[config.mk]
export PLATFORM = sky130hd
export DESIGN_NAME = sfm_row_scheduler
export DESIGN_NICKNAME = d
export VERILOG_FILES = /design/src/rtl/sfm_row_scheduler.sv
export SDC_FILE = /design/constraint.sdc
export NUM_CORES = 1
export LEC_CHECK = 0
export CAP_MARGIN = 20
export CORE_MARGIN = 4
export CORE_UTILIZATION = 50
export CTS_CLUSTER_DIAMETER = 100
export DETAILED_ROUTE_END_ITERATION = 12
export PLACE_DENSITY_LB_ADDON = 0.15
export RECOVER_POWER = 100
export SLEW_MARGIN = 20
export SYNTH_ARGS = -nofsm -noshare
export SYNTH_HDL_FRONTEND = slang
export SYNTH_SLANG_ARGS = --single-unit
[constraint.sdc]
create_clock -name clk_i -period 4.1 [get_ports clk_i]
set_input_delay 1.025 -clock clk_i [delete_from_list [all_inputs] [get_ports clk_i]]
set_output_delay 1.025 -clock clk_i [all_outputs]
set_load 0.03 [all_outputs]
[src/rtl/sfm_row_scheduler.sv]
// sfm_row_scheduler: batch-level sequencer for the two-pass softmax flow.
// Runs ACC -> WAIT -> DIV once per row over n_rows rows, stepping the input
// and output base addresses by row_stride between rows, and issues the
// streamer req_start pulses. One start_i launches a whole batch.
// Optional feature: define SFM_ROW_SCHED_PERF_EN to build the saturating
// busy-cycle counter on cycles_o; otherwise cycles_o is tied to 0.
module sfm_row_scheduler #(
  parameter int unsigned ADDR_WIDTH = 32,
  parameter int unsigned LEN_WIDTH  = 32,
  parameter int unsigned ROW_WIDTH  = 16
) (
  input  logic                  clk_i,
  input  logic                  rst_ni,
  input  logic                  clear_i,
  input  logic                  start_i,
  input  logic [ADDR_WIDTH-1:0] in_base_i,
  input  logic [ADDR_WIDTH-1:0] out_base_i,
  input  logic [ADDR_WIDTH-1:0] row_stride_i,
  input  logic [LEN_WIDTH-1:0]  row_len_i,
  input  logic [ROW_WIDTH-1:0]  n_rows_i,
  input  logic                  in_done_i,
  input  logic                  out_done_i,
  input  logic                  reducing_i,
  output logic                  in_start_o,
  output logic                  out_start_o,
  output logic [ADDR_WIDTH-1:0] in_addr_o,
  output logic [ADDR_WIDTH-1:0] out_addr_o,
  output logic [LEN_WIDTH-1:0]  tot_len_o,
  output logic                  acc_finished_o,
  output logic                  dividing_o,
  output logic [ROW_WIDTH-1:0]  row_idx_o,
  output logic                  busy_o,
  output logic                  done_o,
  output logic [31:0]           cycles_o
);

  typedef enum logic [2:0] {
    S_IDLE,
    S_ACC,
    S_WAIT,
    S_DIV,
    S_NEXT
  } state_e;

  state_e                state_q;
  logic                  in_start_q;
  logic                  out_start_q;
  logic [ADDR_WIDTH-1:0] in_addr_q;
  logic [ADDR_WIDTH-1:0] out_addr_q;
  logic [ADDR_WIDTH-1:0] stride_q;
  logic [LEN_WIDTH-1:0]  tot_len_q;
  logic [ROW_WIDTH-1:0]  n_rows_q;
  logic [ROW_WIDTH-1:0]  row_idx_q;
  logic                  acc_finished_q;
  logic                  dividing_q;
  logic                  busy_q;
  logic                  done_q;
  logic                  last_row;

  assign last_row = (row_idx_q == (n_rows_q - ROW_WIDTH'(1)));

  // Row sequencer FSM; all outputs are registered alongside the state.
  // NOTE: sequential state uses non-blocking (<=) so every flop samples
  // pre-edge values regardless of statement order.
  always_ff @(posedge clk_i or negedge rst_ni) begin
    if (!rst_ni) begin
      state_q        <= S_IDLE;
      in_start_q     <= 1'b0;
      out_start_q    <= 1'b0;
      in_addr_q      <= '0;
      out_addr_q     <= '0;
      stride_q       <= '0;
      tot_len_q      <= '0;
      n_rows_q       <= '0;
      row_idx_q      <= '0;
      acc_finished_q <= 1'b0;
      dividing_q     <= 1'b0;
      busy_q         <= 1'b0;
      done_q         <= 1'b0;
    end else if (clear_i) begin
      state_q        <= S_IDLE;
      in_start_q     <= 1'b0;
      out_start_q    <= 1'b0;
      in_addr_q      <= '0;
      out_addr_q     <= '0;
      stride_q       <= '0;
      tot_len_q      <= '0;
      n_rows_q       <= '0;
      row_idx_q      <= '0;
      acc_finished_q <= 1'b0;
      dividing_q     <= 1'b0;
      busy_q         <= 1'b0;
      done_q         <= 1'b0;
    end else begin
      // Pulse outputs default low and are raised only on the cycle needed.
      in_start_q  <= 1'b0;
      out_start_q <= 1'b0;
      done_q      <= 1'b0;
      unique case (state_q)
        S_IDLE: begin
          if (start_i) begin
            if (n_rows_i != '0) begin
              in_addr_q  <= in_base_i;
              out_addr_q <= out_base_i;
              stride_q   <= row_stride_i;
              tot_len_q  <= row_len_i;
              n_rows_q   <= n_rows_i;
              row_idx_q  <= '0;
              busy_q     <= 1'b1;
              in_start_q <= 1'b1;
              state_q    <= S_ACC;
            end else begin
              done_q <= 1'b1;
            end
          end
        end
        S_ACC: begin
          if (in_done_i) begin
            acc_finished_q <= 1'b1;
            state_q        <= S_WAIT;
          end
        end
        S_WAIT: begin
          if (reducing_i) begin
            acc_finished_q <= 1'b0;
            dividing_q     <= 1'b1;
            // Second pass re-reads the row while writing results out.
            in_start_q     <= 1'b1;
            out_start_q    <= 1'b1;
            state_q        <= S_DIV;
          end
        end
        S_DIV: begin
          if (out_done_i) begin
            dividing_q <= 1'b0;
            if (last_row) begin
              busy_q  <= 1'b0;
              done_q  <= 1'b1;
              state_q <= S_IDLE;
            end else begin
              row_idx_q <= row_idx_q + ROW_WIDTH'(1);
              state_q   <= S_NEXT;
            end
          end
        end
        S_NEXT: begin
          // Address wrap past 2^ADDR_WIDTH is intentional and silent.
          in_addr_q  <= in_addr_q + stride_q;
          out_addr_q <= out_addr_q + stride_q;
          in_start_q <= 1'b1;
          state_q    <= S_ACC;
        end
        default: begin
          state_q <= S_IDLE;
        end
      endcase
    end
  end

  assign in_start_o     = in_start_q;
  assign out_start_o    = out_start_q;
  assign in_addr_o      = in_addr_q;
  assign out_addr_o     = out_addr_q;
  assign tot_len_o      = tot_len_q;
  assign acc_finished_o = acc_finished_q;
  assign dividing_o     = dividing_q;
  assign row_idx_o      = row_idx_q;
  assign busy_o         = busy_q;
  assign done_o         = done_q;

`ifdef SFM_ROW_SCHED_PERF_EN
  logic [31:0] cycles_q;
  logic [31:0] cycles_d;
  logic        start_accept;

  assign start_accept = (state_q == S_IDLE) && start_i;

  // Next busy-cycle count: restart on a new batch, saturate at all-ones.
  // NOTE: assign a default first so no path leaves cycles_d unassigned
  // (which would infer a latch).
  always_comb begin
    cycles_d = cycles_q;
    if (start_accept) begin
      cycles_d = '0;
    end else if (busy_q && (cycles_q != '1)) begin
      cycles_d = cycles_q + 32'd1;
    end
  end

  // Busy-cycle counter register; soft clear and reset both zero it.
  always_ff @(posedge clk_i or negedge rst_ni) begin
    if (!rst_ni) begin
      cycles_q <= '0;
    end else if (clear_i) begin
      cycles_q <= '0;
    end else begin
      cycles_q <= cycles_d;
    end
  end

  assign cycles_o = cycles_q;
`else
  assign cycles_o = '0;
`endif

endmodule

Word-level counts from Yosys, hierarchy flattened

Index checks and enable logic that the tools add are counted.

Flip-flop bits (word level): 169
Input port bits: 151
Output and inout bits: 150
Logic and storage cells: 106

Add/sub/neg operators: 4
Equal/unequal tests: 12
Mux-type cells: 61
Reductions and logical operators: 16

Operators with widths:

| kind                                                                 | number |
|---|---|
| 32-bit 2-to-1 mux                                                    | 14 |
| 16-bit 2-to-1 mux                                                    | 9 |
| 32-bit case mux with 2 select lines                                  | 2 |
| 32-bit adder                                                         | 2 |
| 16-bit case mux with 2 select lines                                  | 1 |
| 1-bit 2-to-1 mux                                                     | 22 |
| 3-bit 2-to-1 mux                                                     | 7 |
| 3-bit inequality test, second input constant                         | 7 |
| 16-bit by 1-bit adder with 16-bit output, second input constant      | 1 |
| 16-bit == test                                                       | 1 |
| 16-bit nonzero test                                                  | 1 |
| 16-bit by 1-bit subtractor with 16-bit output, second input constant | 1 |
| 3-bit case mux with 5 select lines                                   | 1 |
| 5-bit AND reduction                                                  | 3 |
| 3-bit AND reduction                                                  | 4 |
| 3-bit nonzero test                                                   | 4 |
| 1-bit case mux with 2 select lines                                   | 4 |
| 3-bit by 2-bit == test with 1-bit output, second input constant      | 2 |
| 2-bit nonzero test                                                   | 3 |
| 3-bit by 1-bit == test with 1-bit output, second input constant      | 1 |
| 3-bit == test, second input constant                                 | 1 |
| 3-bit zero test                                                      | 1 |
| 1-bit case mux with 3 select lines                                   | 1 |

Longest topological paths before layout

Word-level depth: 6
Mapped depth: 14
Depth with buffers taken out: 13

Worst setup path before layout

No wires, ideal clock.

Kind: register to register
From: register in_addr_q[0], in the netlist in_addr_o[0]
To: register in_addr_q[28], in the netlist in_addr_o[28]
Setup time: 83 ps
Data arrival time: 3032 ps
Data required time: 4017 ps
Slack: 985 ps
Cell stages (with the launch flop): 14
Buffers on the path: 0
Clock period less this slack: 3115 ps
Cell sequence: dfrtp_1 > ha_1 > inv_1 > fa_1 > nor2b_1 > o21ai_0 > a21boi_0 > o21ai_0 > a21oi_1 > o211ai_1 > a2111oi_0 > o21ai_0 > and3_1 > o22ai_1

Word-level cells in the longest chain between the ends: 3

Ends and longest elaborated chain:

| what                                | line | text |
|---|---|---|
| from (decl)                         | 48   | `logic [ADDR_WIDTH-1:0] in_addr_q;` |
| from (signal assigned)              | 103  | `in_addr_q <= in_base_i;` |
| from (signal assigned)              | 148  | `in_addr_q <= in_addr_q + stride_q;` |
| 32-bit adder                        | 148  |  |
| 32-bit case mux with 2 select lines | 99   | `unique case (state_q)` |
| 32-bit 2-to-1 mux                   | 80   | `end else if (clear_i) begin` |

No other way between the ends.
A chain may end at the register's enable or synchronous reset.

Final worst setup path

From: register stride_q[0]
To: register in_addr_q[30], in the netlist in_addr_o[30]

Word-level cells in the longest chain between the ends: 3

Ends and longest elaborated chain:

| what                                | line | text |
|---|---|---|
| from (decl)                         | 50   | `logic [ADDR_WIDTH-1:0] stride_q;` |
| from (signal assigned)              | 105  | `stride_q <= row_stride_i;` |
| 32-bit adder                        | 148  |  |
| 32-bit case mux with 2 select lines | 99   |  |
| 32-bit 2-to-1 mux                   | 80   |  |

No other way between the ends.

==> metrics.txt <==
WL final=approximately 36000 um; Post-CTS Setup Inserts=0; Initial Utilization=roughly 50%; HPWL after DPL=26480 um; CORE AREA=0.02257 mm^2; failing checks=capacitance limit, slew limit; Reg2Reg Setup Slack=~0.22 ns; die area=0.02541 mm^2; vias per cell=5.845; compound-cell area share of the yosys netlist=24.44%; Final Setup Violations=0; GRT Overall Usage=27.66%; PD cells=347.7 mW/mm^2; clock skew=between 0.015 and 0.02 ns; Post-Synth Simple-Gate Area=20.45%; flop and latch count out of synthesis=169; # port buffers=268; drt drc=0; minimum clock period=approximately 3.9 ns; largest cells by area after synthesis=dfrtp_1 (37%), nand2_1 (8.8%), a21oi_1 (8.3%), ha_1 (7.0%), nor2_1 (3.4%); Hold WS=0.5181 ns; CTS tree=built; Worst Reg2Reg Path Length in Cells=13; pin count of the biggest net entering global routing=99; share of synthesized registers carrying an async set or reset=100.0%; Ports=301; period utilization=94.70%; Lkg Pwr=between 6 and 7 nW; gr ovfl total=0; DRT antenna net count=0; vias after detailed routing=11375; unique cell type count in the Yosys netlist=73; Worst Hold Path Cells=2; Clock Sinks=169; layout cells sized above 1=4.217%; RSZ-0062 raised after global routing=false; Post-Synth XOR/XNOR Area=4.585%; Critical R2R Launch=stride_q[0]$_DFFE_PN0P_; Worst setup EP type=flip-flop; NumNets Final=approximately 1900; Die H=159.4 um; CP Launch Type=flip-flop; number of global-route vias before repair=10998; first-pass GRT wire length=57930 um; Hold Buf Count CTS=0; Wirelength per Cell=18.49 um; First-pass DRT Iterations=5; Final Hold Viols=0; initial antenna violation count=3; syn_area_per_cell=8.072 um^2; adder-cell share of the synthesized area=under 10%; Clk Latency, worst-skew pair=0.45 ns; WHS Endpoint=tot_len_o[16]$_DFFE_PN0P_; MaxCap Viol Count=1; Rows=55; Num CTS Buffers=17; Max-slew headroom=-75.76%; crit path DAT=4.19 ns; area grow syn2layout=29.35%; Critical Path RT=4.41 ns; max-slew violations=98; multiplexer share of the synthesized area=less than 1%; most common cell in the netlist=nand2_1; worst vdd ir=0.2307 mV; sequential fraction of the synthesis area=36.90%; 1st-iter DRT viols=949; crit path from=stride_q[0]$_DFFE_PN0P_; commonest cells in the netlist=nand2_1 (268), a21oi_1 (189), dfrtp_1 (169); Slew @ Worst Pin=2.636 ns; synthesized instance count=1420; Clock Path Buffers=2; Clk pin slew, worst setup/hold paths=0.08 ns; Hold WC Path Type=reg2reg; Post-synth EDFFs=0; clock tree root buffer cell=clkbuf_16; gpl congestion=0.9286; Synth Cell Area=0.01146 mm^2; Placed Instances=~1900; Synth Flop Type=dfrtp_1; final setup TNS=0 ns; Die Span X=159.4 um; Yosys top cell by area=dfrtp_1; # resized after CTS=0; outcome=finished, violations left; htree depth=4; CP max FO=4; Hold Crit Start=tot_len_o[16]$_DFFE_PN0P_; Synth Warn #=0; reg2reg end=in_addr_o[30]$_DFFE_PN0P_; fin cells=1946; fmax=257.5 MHz; Synth top area share=36.90%; Setup CP Type=reg2reg; main combinational cell family by area after synthesis=compound AO/OA/AOI/OAI gates
## worst max-delay path, stage by stage (launching register included)
cell and delay [ns]:
dfrtp_1 0.42, ha_1 0.23, inv_1 0.07, fa_1 0.18, nor2b_1 0.06, o21ai_0 0.25, a21boi_0 0.20, o21ai_0 0.31
a21oi_1 0.19, o211ai_1 0.52, nand3b_1 0.25, a211oi_1 0.52, xor2_1 0.13, a2111oi_0 0.42
## flip-flops by register name, indices dropped and copies added (netlist names), 3 cells and up
name,count
n_rows_q,16
tot_len_o,32
in_addr_o,32
state_q,3
row_idx_o,16
out_addr_o,32
stride_q,32
## logic make-up (layout without fill, tap and decap cells)
logic type,Yosys count,count (layout)
DFF,169,169
muxes,4,4
xor gates and xnor gates,60,60
buffers and inverters,141,350
and+or+nand+nor,524,524
adders and majority gates,66,66
AOI/OAI and AO/OA,455,455
other,1,33
## how the worst max path moves through the flow
stage,end,slack (ns),depth (start not counted)
6_report,in_addr_o[30]$_DFFE_PN0P_,0.22,13
5_1_grt,in_addr_o[30]$_DFFE_PN0P_,0.03,13
4_1_cts,in_addr_o[28]$_DFFE_PN0P_,0.11,13
3_5_place_dp,in_addr_o[28]$_DFFE_PN0P_,0.12,13
3_3_place_gp,in_addr_o[28]$_DFFE_PN0P_,0.33,13
2_1_floorplan,in_addr_o[28]$_DFFE_PN0P_,0.99,13
## power breakdown
part           switching [W]  internal (W)  leakage, nW
Clock               0.000832      0.000828        0.284
Combinational       0.000946      0.000622         4.26
Sequential          0.000131       0.00180         2.27
## metrics by stage
stage / total power, W / worst slack (ns) / utilization, % / area, um^2
global placement: 0.003537 / 0.3278 / 63.25 / 14280
detailed placement: 0.003561 / 0.1212 / 63.25 / 14280
finish: 0.005155 / 0.2172 / 65.69 / 14830
CTS: 0.005228 / 0.1131 / 65.91 / 14880
floorplan: 0.002951 / 0.9851 / - / 11580
global route: 0.005417 / 0.03040 / 65.69 / 14830
## layer usage
layer  GRT usage (%)  wire length [um]  vias up
met5               0                10        -
met4           7.337               748        2
met3           6.575              3052       50
met2           44.69             16760      470
met1           37.57             15410     5393
li1                -                 -     5460
## layout make-up
| cell class | instances | area [um^2] |
|---|---|---|
| multi-input cells | 1141 | 6689 |
| flip-flops and latches | 169 | 4229 |
| clock buffers | 17 | 425.4 |
| repair buffers | 287 | 2833 |
| diodes | 1 | 2.502 |
| inverters | 31 | 116.4 |
| well taps | 285 | 356.6 |
| clock inverters | 15 | 175.2 |
| fillers | 1935 | 7745 |
## cell usage in the layout (no fill, tap or decap), types with 4 or more instances in the layout
cell               n
nand2_1          266
a21oi_1          189
dfrtp_1          169
clkdlybuf4s50_1  146
dlygate4sd3_1    120
nor2_1           104
o21ai_0           82
ha_1              64
xnor2_1           35
conb_1            32
inv_1             31
a21o_1            31
nor3_1            28
xor2_1            25
a211oi_1          20
and3_1            19
a311oi_1          19
o211ai_1          19
clkbuf_16         17
nand3_1           16
nand2b_1          16
a31oi_1           14
nand4_1           12
nor2b_1           11
o21bai_1          11
nor4_1            10
buf_4             10
or3_1              9
o21a_1             9
o22ai_1            8
inv_8              7
or2_2              6
a21boi_0           6
and4_1             6
o31ai_1            6
clkbuf_2           4
clkbuf_1           4
Note: power is estimated with default switching activity, not from simulation.
